## config.mk

```make
export PLATFORM = sky130hd
export DESIGN_NAME = alu_arbiter
export DESIGN_NICKNAME = d
export VERILOG_FILES = /design/src/rtl/alu_arbiter.sv
export SDC_FILE = /design/constraint.sdc
export NUM_CORES = 1
export LEC_CHECK = 0
export BUFFER_PORTS_ARGS = -buffer_cell sky130_fd_sc_hd__buf_2
export CAP_MARGIN = 40
export CORE_ASPECT_RATIO = 1.4
export CORE_MARGIN = 2
export CORE_UTILIZATION = 38
export CTS_BUF_LIST = sky130_fd_sc_hd__clkbuf_2
export DETAILED_ROUTE_END_ITERATION = 8
export PLACE_DENSITY = 0.7
export SYNTH_ARGS = -nofsm -noshare
export SYNTH_HDL_FRONTEND = slang
export SYNTH_SLANG_ARGS = --single-unit
```

## constraint.sdc

```tcl
create_clock -name clk -period 2.77 [get_ports clk]
set_input_delay 0.1385 -clock clk [delete_from_list [all_inputs] [get_ports clk]]
set_output_delay 0.1385 -clock clk [all_outputs]
set_load 0.005 [all_outputs]
```

## src/rtl/alu_arbiter.sv

```systemverilog
// Round-robin sequencer sharing one combinational 8-bit ALU between two requesters.
// Operands/opcode are registered, held for ALU_LAT cycles, then result and flags are captured.
module alu_arbiter #(
  parameter int ALU_LAT = 1
) (
  input  logic       clk,
  input  logic       rst,
  input  logic       req0_valid,
  output logic       req0_ready,
  input  logic [3:0] req0_op,
  input  logic [7:0] req0_a,
  input  logic [7:0] req0_b,
  input  logic       req1_valid,
  output logic       req1_ready,
  input  logic [3:0] req1_op,
  input  logic [7:0] req1_a,
  input  logic [7:0] req1_b,
  output logic       rsp0_valid,
  input  logic       rsp0_ready,
  output logic       rsp1_valid,
  input  logic       rsp1_ready,
  output logic [7:0] rsp_f,
  output logic [5:0] rsp_flags,
  output logic [7:0] alu_a,
  output logic [7:0] alu_b,
  output logic [3:0] alu_s,
  input  logic [7:0] alu_f,
  input  logic       alu_equal,
  input  logic       alu_gt,
  input  logic       alu_lt,
  input  logic       alu_zero,
  input  logic       alu_cout,
  input  logic       alu_ovf
);

  typedef enum logic [1:0] {IDLE, EXEC, RESP} state_t;

  localparam logic [3:0] LAT_M1 = 4'(ALU_LAT - 1);

  state_t     state, state_nxt;
  logic       prio;
  logic       owner;
  logic       grant;
  logic [3:0] cnt;
  logic       accept;
  logic       capture;
  logic       release_rsp;

  always_comb begin
    // NOTE: every signal driven here gets a default first, so no path can infer a latch.
    state_nxt   = state;
    req0_ready  = 1'b0;
    req1_ready  = 1'b0;
    rsp0_valid  = 1'b0;
    rsp1_valid  = 1'b0;
    accept      = 1'b0;
    capture     = 1'b0;
    release_rsp = 1'b0;
    // A lone requester wins outright; on contention the priority pointer decides.
    grant       = (req0_valid && req1_valid) ? prio : req1_valid;

    case (state)
      IDLE: begin
        req0_ready = !rst && req0_valid && !grant;
        req1_ready = !rst && req1_valid && grant;
        accept     = req0_ready || req1_ready;
        if (accept) state_nxt = EXEC;
      end
      EXEC: begin
        if (cnt == 4'd0) begin
          capture   = 1'b1;
          state_nxt = RESP;
        end
      end
      RESP: begin
        rsp0_valid  = !owner;
        rsp1_valid  = owner;
        release_rsp = owner ? rsp1_ready : rsp0_ready;
        if (release_rsp) state_nxt = IDLE;
      end
      default: state_nxt = IDLE;
    endcase
  end

  always_ff @(posedge clk) begin
    // NOTE: registers use non-blocking assignment so every flop samples pre-edge values together.
    if (rst) state <= IDLE;
    else     state <= state_nxt;
  end

  always_ff @(posedge clk) begin
    if (rst) begin
      prio      <= 1'b0;
      owner     <= 1'b0;
      cnt       <= 4'd0;
      alu_a     <= 8'h00;
      alu_b     <= 8'h00;
      alu_s     <= 4'h0;
      rsp_f     <= 8'h00;
      rsp_flags <= 6'h00;
    end else begin
      // ALU inputs change only at a request handshake and are held otherwise.
      if (accept) begin
        owner <= grant;
        alu_s <= grant ? req1_op : req0_op;
        alu_a <= grant ? req1_a  : req0_a;
        alu_b <= grant ? req1_b  : req0_b;
        cnt   <= LAT_M1;
      end else if (state == EXEC && cnt != 4'd0) begin
        cnt <= cnt - 4'd1;
      end

      if (capture) begin
        rsp_f     <= alu_f;
        rsp_flags <= {alu_equal, alu_gt, alu_lt, alu_zero, alu_cout, alu_ovf};
      end

      if (release_rsp) prio <= ~owner;
    end
  end

endmodule

```

# Yosys cells after proc, flatten, opt, wreduce, memory -nomap -nowiden
# Index checks and enable logic that the tools add are counted.
dict set report word_totals {
  register_bits 42
  romBits 0
  n_memories 0
  input_bits 60
  wordCells 48
  latch_bits 0
  ram_bits 0
}
dict set report op_classes {
  magnitude_cmp 0
  shift 0
  reduce_logical 15
  bitwise 1
  mul 0
  n_div 0
  add_sub_neg 1
  n_mux 17
  n_eq_ne 5
}
# operator count
set op_table {}
lappend op_table {{8-bit 2-to-1 mux} 2}
lappend op_table {{1-bit 2-to-1 mux} 10}
lappend op_table {{1-bit logical AND} 6}
lappend op_table {{2-bit 2-to-1 mux} 3}
lappend op_table {{2-bit != test (second input constant)} 3}
lappend op_table {{2-bit one-hot mux with 3 select lines} 1}
lappend op_table {{4-bit zero test} 1}
lappend op_table {{4-bit 2-to-1 mux} 1}
lappend op_table {{4-bit nonzero test} 1}
lappend op_table {{4-bit by 1-bit subtractor with 4-bit output (second input constant)} 1}
lappend op_table {{1-bit zero test} 3}
lappend op_table {{3-bit AND reduction} 1}
lappend op_table {{2-bit by 1-bit equality test with 1-bit output (second input constant)} 1}
lappend op_table {{2-bit equality test (second input constant)} 1}
lappend op_table {{2-bit zero test} 1}
lappend op_table {{2-bit OR reduction} 1}
lappend op_table {{1-bit logical OR} 1}
lappend op_table {{1-bit inverter} 1}

# Longest topological paths before layout
dict set report depth {
  depth_word 7
  depth_mapped 6
  mapped_depth_nobuf 6
}

# Worst setup path after synthesis
# OpenSTA, ideal clock, no wires.
dict set report synth_path {
  path_type {flip-flop to flip-flop}
  start {register cnt[0]}
  end {register cnt[3]}
  period_less_slack_ns 1.422
  slack_ns 1.348
  t_arrival_ns 1.286
  required_time_ns 2.634
  path_buffers 0
  setup_time_ns 0.136
  stages_incl_launch_ff 7
  cell_sequence {dfxtp_1 inv_1 ha_1 or3b_1 nand3_1 xor2_1 nor2_1}
}
dict set report synth_between {
  elab_chain_cells 2
}
# element line
set synth_rtl {}
lappend synth_rtl {{start: declaration} 44} ;# logic [3:0] cnt;
lappend synth_rtl {{start signal: assignment} 110} ;# cnt <= cnt - 4'd1;
lappend synth_rtl {{parallel branches: the longest is 2 deep, another holds 4-bit by 1-bit subtractor with 4-bit output} -}
# Several ways; the timed one is not identified.
# A chain may end at the register's enable or synchronous reset.

# Worst setup path after layout
dict set report layout_path {
  start {register prio}
  end {register alu_b[5]}
}
dict set report layout_between {
  elab_chain_cells 5
}
# element line
set layout_rtl {}
lappend layout_rtl {{start: declaration} 41} ;# logic prio;
lappend layout_rtl {{start signal: assignment} 118} ;# if (release_rsp) prio <= ~owner;
lappend layout_rtl {{1-bit 2-to-1 mux (*)} 60} ;# grant = (req0_valid && req1_valid) ? prio : req1_valid;
lappend layout_rtl {{1-bit zero test} 64} ;# req0_ready = !rst && req0_valid && !grant;
lappend layout_rtl {{1-bit logical AND} 64}
lappend layout_rtl {{1-bit logical OR} 66} ;# accept = req0_ready || req1_ready;
lappend layout_rtl {{1-bit 2-to-1 mux} 62} ;# case (state)
lappend layout_rtl {{end signal: assignment} 107} ;# alu_b <= grant ? req1_b : req0_b;
lappend layout_rtl {{end: declaration} 25} ;# output logic [7:0] alu_b,
# Mark *: on every way between the ends. The rest lies on a longest branch, timed or not.

==> metrics.txt <==
Die Y-Extent=84.8 um; Final setup viols=0; share of async-settable or async-resettable flops after synthesis=0%; outcome=finished, final reports clean; Diodes inserted=0; Clock Latency Late Sink=0.41 ns; leakage=1.51 nW; most numerous cell in the Yosys netlist=dfxtp_1; core area=0.00450 mm2; Crit Path Category=register to register; Peak supply drop=0.307 mV; Max Fclk=0.454 GHz; Total Power=0.00141 W; Slew Viols, Final=0; Synth cell types=31; period utilization=79.5%; Clock Sinks=42; RSZ-0062 raised after global routing=false; Synth Instances=184; CTS tree=built; Clock Tree Root=clkbuf_2; 1st-iter DRT viols=115; DR pass1 iterations=4; Placer Congestion=0.665; PD cells=484 mW/mm2; DPL Wire Length=3.07 mm; post-CTS setup buffers=0; DRT antenna net count=0; number of synthesized register bits=42; critical path required time=3.10 ns; TritonCTS Buffers=5; Rel. slew slack=55.5%; total number of vias=1,837; Mean Syn Cell Area=9.62 um2; setup TNS=0 ns; top cells by count, synth=42 x dfxtp_1, 35 x mux2i_1, 22 x nand3_1, 20 x nor2_1, 20 x o21ai_0; largest net degree at the start of global routing=39; initial antenna violation count=0; Net Count, Synth=245; Area Overhead vs Synth=64.5%; yosys warns=0; vias per cell=4.63; Worst-Margin Slew=0.662 ns; fin nets=395; vias in the first global route=1,777; port bufs=97; Clock Skew=0.0224 ns; Die X-Extent=61.7 um; CTS H-tree lvls=2; gr ovfl total=0; area leader, netlist=dfxtp_1; num rows=29; EDFF count, synth=0; Die ar.=0.00523 mm2; clk buf depth=2; DRT Wirelength=5.06 mm; Crit. End Element=register; routed len/inst=12.8 um; min Tclk post-route=2.20 ns; Yosys top cell area share=47.5%; Worst Path Arrival=2.53 ns; Hold-fix buffers, CTS=55; Final Hold Viols=0; Resized cells post-CTS=0; register area share after synthesis=47.5%; dominant synthesized flop cell=dfxtp_1; top post-synthesis cells by area=dfxtp_1 47%, mux2i_1 20%, nand3_1 6.2%; Netlist Area Pre-Place=0.00177 mm2; Worst Hold Class=input pin to register; Worst-path clk slew=0.23 ns; CP Launch Type=register; MaxCap Viol Count=0; Starting Density=39.3%; share of cells above drive strength 1=33.7%; DRC=0; first-pass GRT wire length=7.69 mm; I/O pins=98; total global-route track usage=19.4%; worst-path maximum fanout=14
-- where the power goes --
group	internal [W]	switching, W	total, W
logic	0.000199	0.000145	0.000345
registers	0.000664	0.0000319	0.000696
clock network	0.000155	0.000214	0.000369
-- final cells by class --
class                   instances  area (um2)
well taps                      62        77.6
inverters                       5        18.8
clock inverters                 3        43.8
clock buffers                   5        25.0
flip-flops and latches         42         841
fillers                       387        1590
repair buffers                154        1050
multi-input cells             126         855
-- state kept, by name (all words and copies together) (netlist names) --
name and cells:
rsp_f 8, state 2, cnt 4, alu_b 8
owner 1, alu_a 8, rsp_flags 6, prio 1
alu_s 4
-- cell families (layout without fill, tap and decap cells) --
kind of cell / Yosys count / after routing / synth area share (%)
muxes: 35 / 35 / 19.8
adders and majority gates: 1 / 1 / 0.707
DFF: 42 / 42 / 47.5
buffers and inverters: 16 / 167 / 4.45
xor gates and xnor gates: 3 / 3 / 1.48
and+or+nand+nor: 57 / 57 / 16.2
AOI/OAI and AO/OA: 30 / 30 / 9.89
-- final timing paths --
kind	from	slack, ns	end	cells after the start
setup reg to reg	prio$_SDFFE_PP0P_	0.57	alu_b[5]$_SDFFE_PP0P_	5
setup / recovery	prio$_SDFFE_PP0P_	0.57	alu_b[5]$_SDFFE_PP0P_	5
hold reg to reg	alu_s[0]$_SDFFE_PP0P_	0.48	alu_s[0]$_SDFFE_PP0P_	2
hold / removal	rsp0_ready	0.03	state[1]$_SDFFE_PP0P_	4
-- critical path: stages (launching register included) --
cell and delay [ns]:
dfxtp_1 0.38, o21ai_2 0.48, buf_4 0.37, mux2i_1 0.25, dlygate4sd3_1 0.57, o21ai_0 0.06
-- metrics by stage --
step	hold WS, ns	utilization (%)	setup slack [ns]	std cells	cell area [um2]
after floorplan	0.282	-	1.35	184	1770
after global placement	0.367	50.9	1.09	334	2290
after detailed placement	0.376	50.9	1.14	334	2290
after CTS	0.0217	64.7	0.624	397	2910
after global routing	0.0347	64.7	0.434	397	2910
final	0.0316	64.7	0.569	397	2910
-- layout by cell type (no fill, tap or decap), types with 2 or more instances in the layout --
cell	synthesis	final
a21oi_1	2	2
and2_1	2	2
buf_2	3	97
buf_4	2	2
clkbuf_2	0	5
dfxtp_1	42	42
dlygate4sd3_1	0	55
inv_1	5	5
mux2i_1	35	35
nand2_1	5	5
nand3_1	22	22
nor2_1	20	20
nor2b_1	2	2
o21ai_0	20	20
o21ai_2	1	2
xor2_1	2	2
-- layer usage --
metal	track usage, %	share of wire [%]
met2	34.7	52
met3	5.55	6.5
met4	6.96	1.9
met1	20.6	40
met5	0	0
Note: power is estimated with default switching activity, not from simulation.
